**config.mk**
```make
export PLATFORM = sky130hd
export DESIGN_NAME = alu_arbiter_flat
export DESIGN_NICKNAME = d
export VERILOG_FILES = /design/src/rtl/alu_arbiter_if.sv /design/src/rtl/alu_arbiter.sv /design/src/flat_wrapper.sv
export SDC_FILE = /design/constraint.sdc
export NUM_CORES = 1
export LEC_CHECK = 0
export BUFFER_PORTS_ARGS = -buffer_cell sky130_fd_sc_hd__buf_2
export CAP_MARGIN = 20
export CORE_ASPECT_RATIO = 0.6
export CORE_MARGIN = 10
export CORE_UTILIZATION = 28
export CTS_CLUSTER_SIZE = 40
export DETAILED_ROUTE_END_ITERATION = 10
export PLACE_DENSITY_LB_ADDON = 0.1
export SLEW_MARGIN = 20
export SYNTH_ARGS = -nofsm -noshare
export SYNTH_HDL_FRONTEND = slang
export SYNTH_SLANG_ARGS = --single-unit
```
**constraint.sdc**
```tcl
create_clock -name clk -period 4.2 [get_ports clk]
set_input_delay 0.63 -clock clk [delete_from_list [all_inputs] [get_ports clk]]
set_output_delay 0.63 -clock clk [all_outputs]
set_load 0.01 [all_outputs]
```
**src/rtl/alu_arbiter_if.sv**
```systemverilog
// Requester-side bundle of the ALU arbiter: two request ports, abort, status and
// the per-port grant, done and result returns.
interface alu_arbiter_if #(
    parameter int WIDTH = 8,
    parameter int OP_W  = 3
);
    logic             req0, req1;
    logic [OP_W-1:0]  op0, op1;
    logic [WIDTH-1:0] a0, b0, a1, b1;
    logic             abort;
    logic             gnt0, gnt1;
    logic             done0, done1;
    logic [WIDTH-1:0] result0, result1;
    logic             busy;

    modport master (
        output req0, req1, op0, op1, a0, b0, a1, b1, abort,
        input  gnt0, gnt1, done0, done1, result0, result1, busy
    );

    modport slave (
        input  req0, req1, op0, op1, a0, b0, a1, b1, abort,
        output gnt0, gnt1, done0, done1, result0, result1, busy
    );
endinterface

```
**src/rtl/alu_arbiter.sv**
```systemverilog
// Round-robin arbiter sharing one combinational ALU between two requesters:
// grant, registered operands, ALU_LAT settle cycles, per-port result capture.
module alu_arbiter #(
    parameter int WIDTH   = 8,
    parameter int OP_W    = 3,
    parameter int ALU_LAT = 1
) (
    input  logic             clk,
    input  logic             rst_n,
    alu_arbiter_if.slave     rq,
    output logic [OP_W-1:0]  alu_op,
    output logic [WIDTH-1:0] alu_a,
    output logic [WIDTH-1:0] alu_b,
    input  logic [WIDTH-1:0] alu_result
);
    localparam int CNT_W = (ALU_LAT > 1) ? $clog2(ALU_LAT) : 1;

    typedef enum logic [1:0] {IDLE, EXEC, DONE} state_e;

    state_e           state_q, state_d;
    logic [CNT_W-1:0] cnt_q, cnt_d;
    logic             last_q, last_d;
    logic             owner_q, owner_d;
    logic             gnt0_q, gnt0_d, gnt1_q, gnt1_d;
    logic             done0_q, done0_d, done1_q, done1_d;
    logic [WIDTH-1:0] res0_q, res0_d, res1_q, res1_d;
    logic [OP_W-1:0]  op_q, op_d;
    logic [WIDTH-1:0] a_q, a_d, b_q, b_d;
    logic             win;

    always_comb begin
        state_d = state_q;
        cnt_d   = cnt_q;
        last_d  = last_q;
        owner_d = owner_q;
        gnt0_d  = 1'b0;
        gnt1_d  = 1'b0;
        done0_d = 1'b0;
        done1_d = 1'b0;
        res0_d  = res0_q;
        res1_d  = res1_q;
        op_d    = op_q;
        a_d     = a_q;
        b_d     = b_q;
        // On a tie the port that did not win last time goes next
        win     = (rq.req0 && rq.req1) ? ~last_q : rq.req1;
        case (state_q)
            IDLE: begin
                if (rq.req0 || rq.req1) begin
                    op_d    = win ? rq.op1 : rq.op0;
                    a_d     = win ? rq.a1  : rq.a0;
                    b_d     = win ? rq.b1  : rq.b0;
                    last_d  = win;
                    owner_d = win;
                    gnt0_d  = ~win;
                    gnt1_d  = win;
                    cnt_d   = CNT_W'(ALU_LAT - 1);
                    state_d = EXEC;
                end
            end
            EXEC: begin
                if (rq.abort) begin
                    state_d = IDLE;
                end else if (cnt_q != '0) begin
                    cnt_d = cnt_q - 1'b1;
                end else begin
                    if (owner_q) res1_d = alu_result;
                    else         res0_d = alu_result;
                    done0_d = ~owner_q;
                    done1_d = owner_q;
                    state_d = DONE;
                end
            end
            DONE:    state_d = IDLE;
            default: state_d = IDLE;
        endcase
    end

    always_ff @(posedge clk or negedge rst_n) begin
        if (!rst_n) begin
            state_q <= IDLE;
            cnt_q   <= '0;
            last_q  <= 1'b1;
            owner_q <= 1'b0;
            gnt0_q  <= 1'b0;
            gnt1_q  <= 1'b0;
            done0_q <= 1'b0;
            done1_q <= 1'b0;
            res0_q  <= '0;
            res1_q  <= '0;
            op_q    <= '0;
            a_q     <= '0;
            b_q     <= '0;
        end else begin
            state_q <= state_d;
            cnt_q   <= cnt_d;
            last_q  <= last_d;
            owner_q <= owner_d;
            gnt0_q  <= gnt0_d;
            gnt1_q  <= gnt1_d;
            done0_q <= done0_d;
            done1_q <= done1_d;
            res0_q  <= res0_d;
            res1_q  <= res1_d;
            op_q    <= op_d;
            a_q     <= a_d;
            b_q     <= b_d;
        end
    end

    assign rq.gnt0    = gnt0_q;
    assign rq.gnt1    = gnt1_q;
    assign rq.done0   = done0_q;
    assign rq.done1   = done1_q;
    assign rq.result0 = res0_q;
    assign rq.result1 = res1_q;
    assign rq.busy    = (state_q != IDLE);
    assign alu_op     = op_q;
    assign alu_a      = a_q;
    assign alu_b      = b_q;
endmodule

```
**src/flat_wrapper.sv**
```systemverilog
// flat-port wrapper written by rule: the top's interface ports become plain ports
module alu_arbiter_flat 
#(
    parameter int WIDTH   = 8,
    parameter int OP_W    = 3,
    parameter int ALU_LAT = 1
)
  (clk, rst_n, alu_op, alu_a, alu_b, alu_result, rq_req0, rq_req1, rq_op0, rq_op1, rq_a0, rq_b0, rq_a1, rq_b1, rq_abort, rq_gnt0, rq_gnt1, rq_done0, rq_done1, rq_result0, rq_result1, rq_busy);
  alu_arbiter_if #(.WIDTH(WIDTH), .OP_W(OP_W)) rq_i ();
  input  logic clk;
  input  logic rst_n;
  output logic [OP_W-1:0] alu_op;
  output logic [WIDTH-1:0] alu_a;
  output logic [WIDTH-1:0] alu_b;
  input  logic [WIDTH-1:0] alu_result;
  input wire logic [$bits(rq_i.req0)-1:0] rq_req0;
  input wire logic [$bits(rq_i.req1)-1:0] rq_req1;
  input wire logic [$bits(rq_i.op0)-1:0] rq_op0;
  input wire logic [$bits(rq_i.op1)-1:0] rq_op1;
  input wire logic [$bits(rq_i.a0)-1:0] rq_a0;
  input wire logic [$bits(rq_i.b0)-1:0] rq_b0;
  input wire logic [$bits(rq_i.a1)-1:0] rq_a1;
  input wire logic [$bits(rq_i.b1)-1:0] rq_b1;
  input wire logic [$bits(rq_i.abort)-1:0] rq_abort;
  output wire logic [$bits(rq_i.gnt0)-1:0] rq_gnt0;
  output wire logic [$bits(rq_i.gnt1)-1:0] rq_gnt1;
  output wire logic [$bits(rq_i.done0)-1:0] rq_done0;
  output wire logic [$bits(rq_i.done1)-1:0] rq_done1;
  output wire logic [$bits(rq_i.result0)-1:0] rq_result0;
  output wire logic [$bits(rq_i.result1)-1:0] rq_result1;
  output wire logic [$bits(rq_i.busy)-1:0] rq_busy;
  assign rq_i.req0 = rq_req0;
  assign rq_i.req1 = rq_req1;
  assign rq_i.op0 = rq_op0;
  assign rq_i.op1 = rq_op1;
  assign rq_i.a0 = rq_a0;
  assign rq_i.b0 = rq_b0;
  assign rq_i.a1 = rq_a1;
  assign rq_i.b1 = rq_b1;
  assign rq_i.abort = rq_abort;
  assign rq_gnt0 = rq_i.gnt0;
  assign rq_gnt1 = rq_i.gnt1;
  assign rq_done0 = rq_i.done0;
  assign rq_done1 = rq_i.done1;
  assign rq_result0 = rq_i.result0;
  assign rq_result1 = rq_i.result1;
  assign rq_busy = rq_i.busy;
  alu_arbiter #(.WIDTH(WIDTH), .OP_W(OP_W), .ALU_LAT(ALU_LAT)) u_core (.clk(clk), .rst_n(rst_n), .rq(rq_i), .alu_op(alu_op), .alu_a(alu_a), .alu_b(alu_b), .alu_result(alu_result));
endmodule
```
==> summary.txt <==
Run status
  – Run status: complete, no violations

Clock tree
  – CTS tree: built
  – Worst-Skew Late Latency: approximately 290 ps
  – H-Tree Level Count: 2
  – Num CTS Buffers: 5
  – Post-CTS Setup Repair Bufs: 0
  – Root Buffer: clkbuf_8
  – Cts hold-fix bufs: 0
  – Clk sinks: 43
  – # resized after CTS: 0
  – Clock transition at path regs: ~80 ps
  – CTS Buffer Depth: 2

Worst setup path
  – Kind of critical path: flop to output port
  – CP Cell Sequence: nor2_1 -> inv_1 -> buf_2
  – Worst Path Required: 3570 ps
  – CP Launch Type: flop
  – Crit Reg-Reg Startpoint: u_core.state_q[1]$_DFFE_PN0P_
  – Slowest stage delay, CP: between 400 and 500 ps
  – Worst R2R Path Depth: 3
  – Worst Setup SP: u_core.state_q[1]$_DFFE_PN0P_
  – Critical path capture point type: output port
  – Worst-path maximum fanout: 4
  – FF-to-FF End: u_core.rq.result1[4]$_DFFE_PN0P_
  – Worst Setup EP: rq_busy
  – Crit-path slowest cell: dfrtp_1
  – Critical path arrival: between 1000 and 1500 ps
  – Reg2Reg Setup Slack: between 2000 and 3000 ps

Place
  – RePlAce Congestion: ~0.7
  – DP Area: ~2300 um^2
  – IO buf count: 90
  – Detailed placement HPWL: approximately 4.0 mm
  – Setup WS pre-CTS: 2150 ps

Global routing
  – Antenna violations before repair: 0
  – Largest net degree at the start of global routing: between 40 and 50
  – GRT Util Overall: 10.0%
  – GRT overflow: 0
  – Global-route wire length before repair: 8.28 mm
  – Vias in the first global route: 1498

Drt
  – Vias per cell: ~4.6
  – Router iterations before antenna repair: 4
  – Final WL: 5.18 mm
  – Avg WL per Cell: between 15 and 20 um
  – # DRC: 0
  – 1st-iter DRT viols: just under 90
  – Via count: 1356
  – Routed Antenna Nets: 0

Die
  – Top Ports: 91
  – # rows: 22
  – Die ar.: a little over 10000 um^2
  – Die Span Y: slightly above 80 um
  – Core Area: around 6200 um^2
  – Starting Density: between 20% and 30%
  – Die Width: around 120 um

Final layout
  – Antenna Cells: 0
  – Layout cell share with drive strength beyond 1: ~59%
  – Final nets: ~260
  – Area grow syn2layout: 31.2%
  – Fill count: between 600 and 700
  – Cell area after layout: 2410 um^2

Timing
  – Fin crit period: between 1500 and 2000 ps
  – Max_slew headroom: a little over a third
  – WHS: 491 ps
  – Max-slew violation count: 0
  – Fin Clk Skew: between 7 and 8 ps
  – Post-route setup slack: between 2000 and 2500 ps
  – RSZ-0062 raised after global routing: no
  – Share of the cycle needed by the critical path after routing: 43.1%
  – Hold Vio Cnt, Final: 0
  – Final Setup Violations: 0
  – Least-Margin Pin Slew: 963 ps
  – Setup tns final: 0 ps
  – Max frequency: 0.552 GHz

Synthesis
  – Post-synthesis compound-gate area fraction: a little under an eighth
  – Unique masters post-synth: 23
  – Post-Synth XOR/XNOR Area: 0%
  – Syn Inst Count: roughly 120
  – Seq/Total Area, Yosys: between 50% and 60%
  – Post-Synth Simple-Gate Area: approximately a tenth
  – Synth Area in Adders: 0%
  – Post-synthesis mux area share: 15.5%
  – Post-Syn Nets: 170
  – Largest family of logic cells by synthesized area: multiplexers
  – Yosys reg bits: 43
  – Synthesized area per cell: roughly 15 um^2
  – Netlist Area Pre-Place: 1840 um^2
  – YS warnings: 0

Power and ir drop
  – Peak supply drop: 0.221 mV
  – PwrDens: around 660 nW/um^2
  – Leakage power: ~1.3 nW

Run
  – MaxCap Viol Count: 0

Worst hold path
  – Hold Crit Class: input port to async pin
-- state kept, by name, indices dropped and copies added, names as in the netlist, 2 cells and up --
name and cells:
u_core.rq.result0 8, u_core.state_q 2, u_core.alu_b 8, u_core.alu_a 8
u_core.alu_op 3, u_core.rq.result1 8
-- worst max-delay path, delay by kind of cell, from the launching register on --
family | cells | cell delay, ps
buffers and inverters | 2 | 200
DFF | 1 | 440
and+or+nand+nor | 1 | 250
-- area by class of cell --
class / count / area, um^2 / area share (%)
well taps: 84 / 105 / 4.35
clock inverters: 1 / 5.00 / 0.207
multi-input cells: 66 / 682 / 28.3
inverters: 2 / 7.51 / 0.311
flip-flops and latches: 43 / 1080 / 44.6
repair buffers: 90 / 450 / 18.7
clock buffers: 7 / 86.3 / 3.58
-- layout by cell type (no fill, tap or decap) --
master and count:
and2b_1 1, dfrtp_1 42, a21o_1 2, mux2_2 2, clkinv_2 1, a21boi_4 1
nor2_1 1, inv_2 1, o21ai_2 1, nor3b_4 1, mux2_1 2, and2_4 1
buf_2 90, a221o_1 17, inv_1 1, clkbuf_8 6, clkbuf_1 1, nor3b_2 1
and2_1 1, mux2_4 16, dfstp_2 1, and3_1 18, nand2b_4 1
-- where the power goes --
group | internal (mW) | leakage [nW] | switching (mW)
Sequential | 0.594 | 0.525 | 0.104
Clock | 0.133 | 0.0482 | 0.139
Combinational | 0.336 | 0.724 | 0.290
-- Yosys cell counts (all sizes together) --
library cell  count  area, um^2
dfrtp            42        1050
mux2             20         285
and3             18         113
a221o            17         170
buf               7        68.8
a21o              2        15.0
and2              2        15.0
inv               2        7.50
nor3b             2        31.3
a21boi            1        18.8
and2b             1        7.51
clkbuf            1        3.75
dfstp             1        26.3
nand2b            1        13.8
nor2              1        3.75
o21ai             1        8.76
-- stage by stage --
step / instances / total power [mW] / utilization (%)
floorplan: 119 / 1.08 / -
global placement: 285 / 1.33 / 37.2
detailed placement: 285 / 1.34 / 37.2
CTS: 293 / 1.63 / 38.6
global route: 293 / 1.71 / 38.6
finish: 293 / 1.60 / 38.6
-- worst min-delay path by stage --
stage / start / depth (start not counted) / slack (ps) / end
final: rst_n / 1 / 490 / u_core.state_q[0]$_DFFE_PN0P_
after CTS: rq_abort / 2 / 500 / u_core.state_q[1]$_DFFE_PN0P_
after global routing: rq_abort / 2 / 500 / u_core.state_q[1]$_DFFE_PN0P_
after global placement: u_core.alu_a[4]$_DFFE_PN0P_ / 1 / 480 / u_core.alu_a[4]$_DFFE_PN0P_
after detailed placement: u_core.alu_a[4]$_DFFE_PN0P_ / 1 / 480 / u_core.alu_a[4]$_DFFE_PN0P_
after floorplan: rst_n / 0 / 330 / u_core.alu_a[0]$_DFFE_PN0P_
-- cells by family after synthesis --
group / count (synthesis)
compound gates: 21
buf+inv: 10
flops: 43
mux: 20
simple gates: 25
-- layer usage --
metal  wire (um)  GRT usage [%]  vias to the layer above
met5           0              0                        -
met1        2440           13.1                      679
met3         327           3.55                        6
li1            -              -                      622
met4          42           3.13                        0
met2        2370           15.3                       49
(Power assumes the default switching activity.)
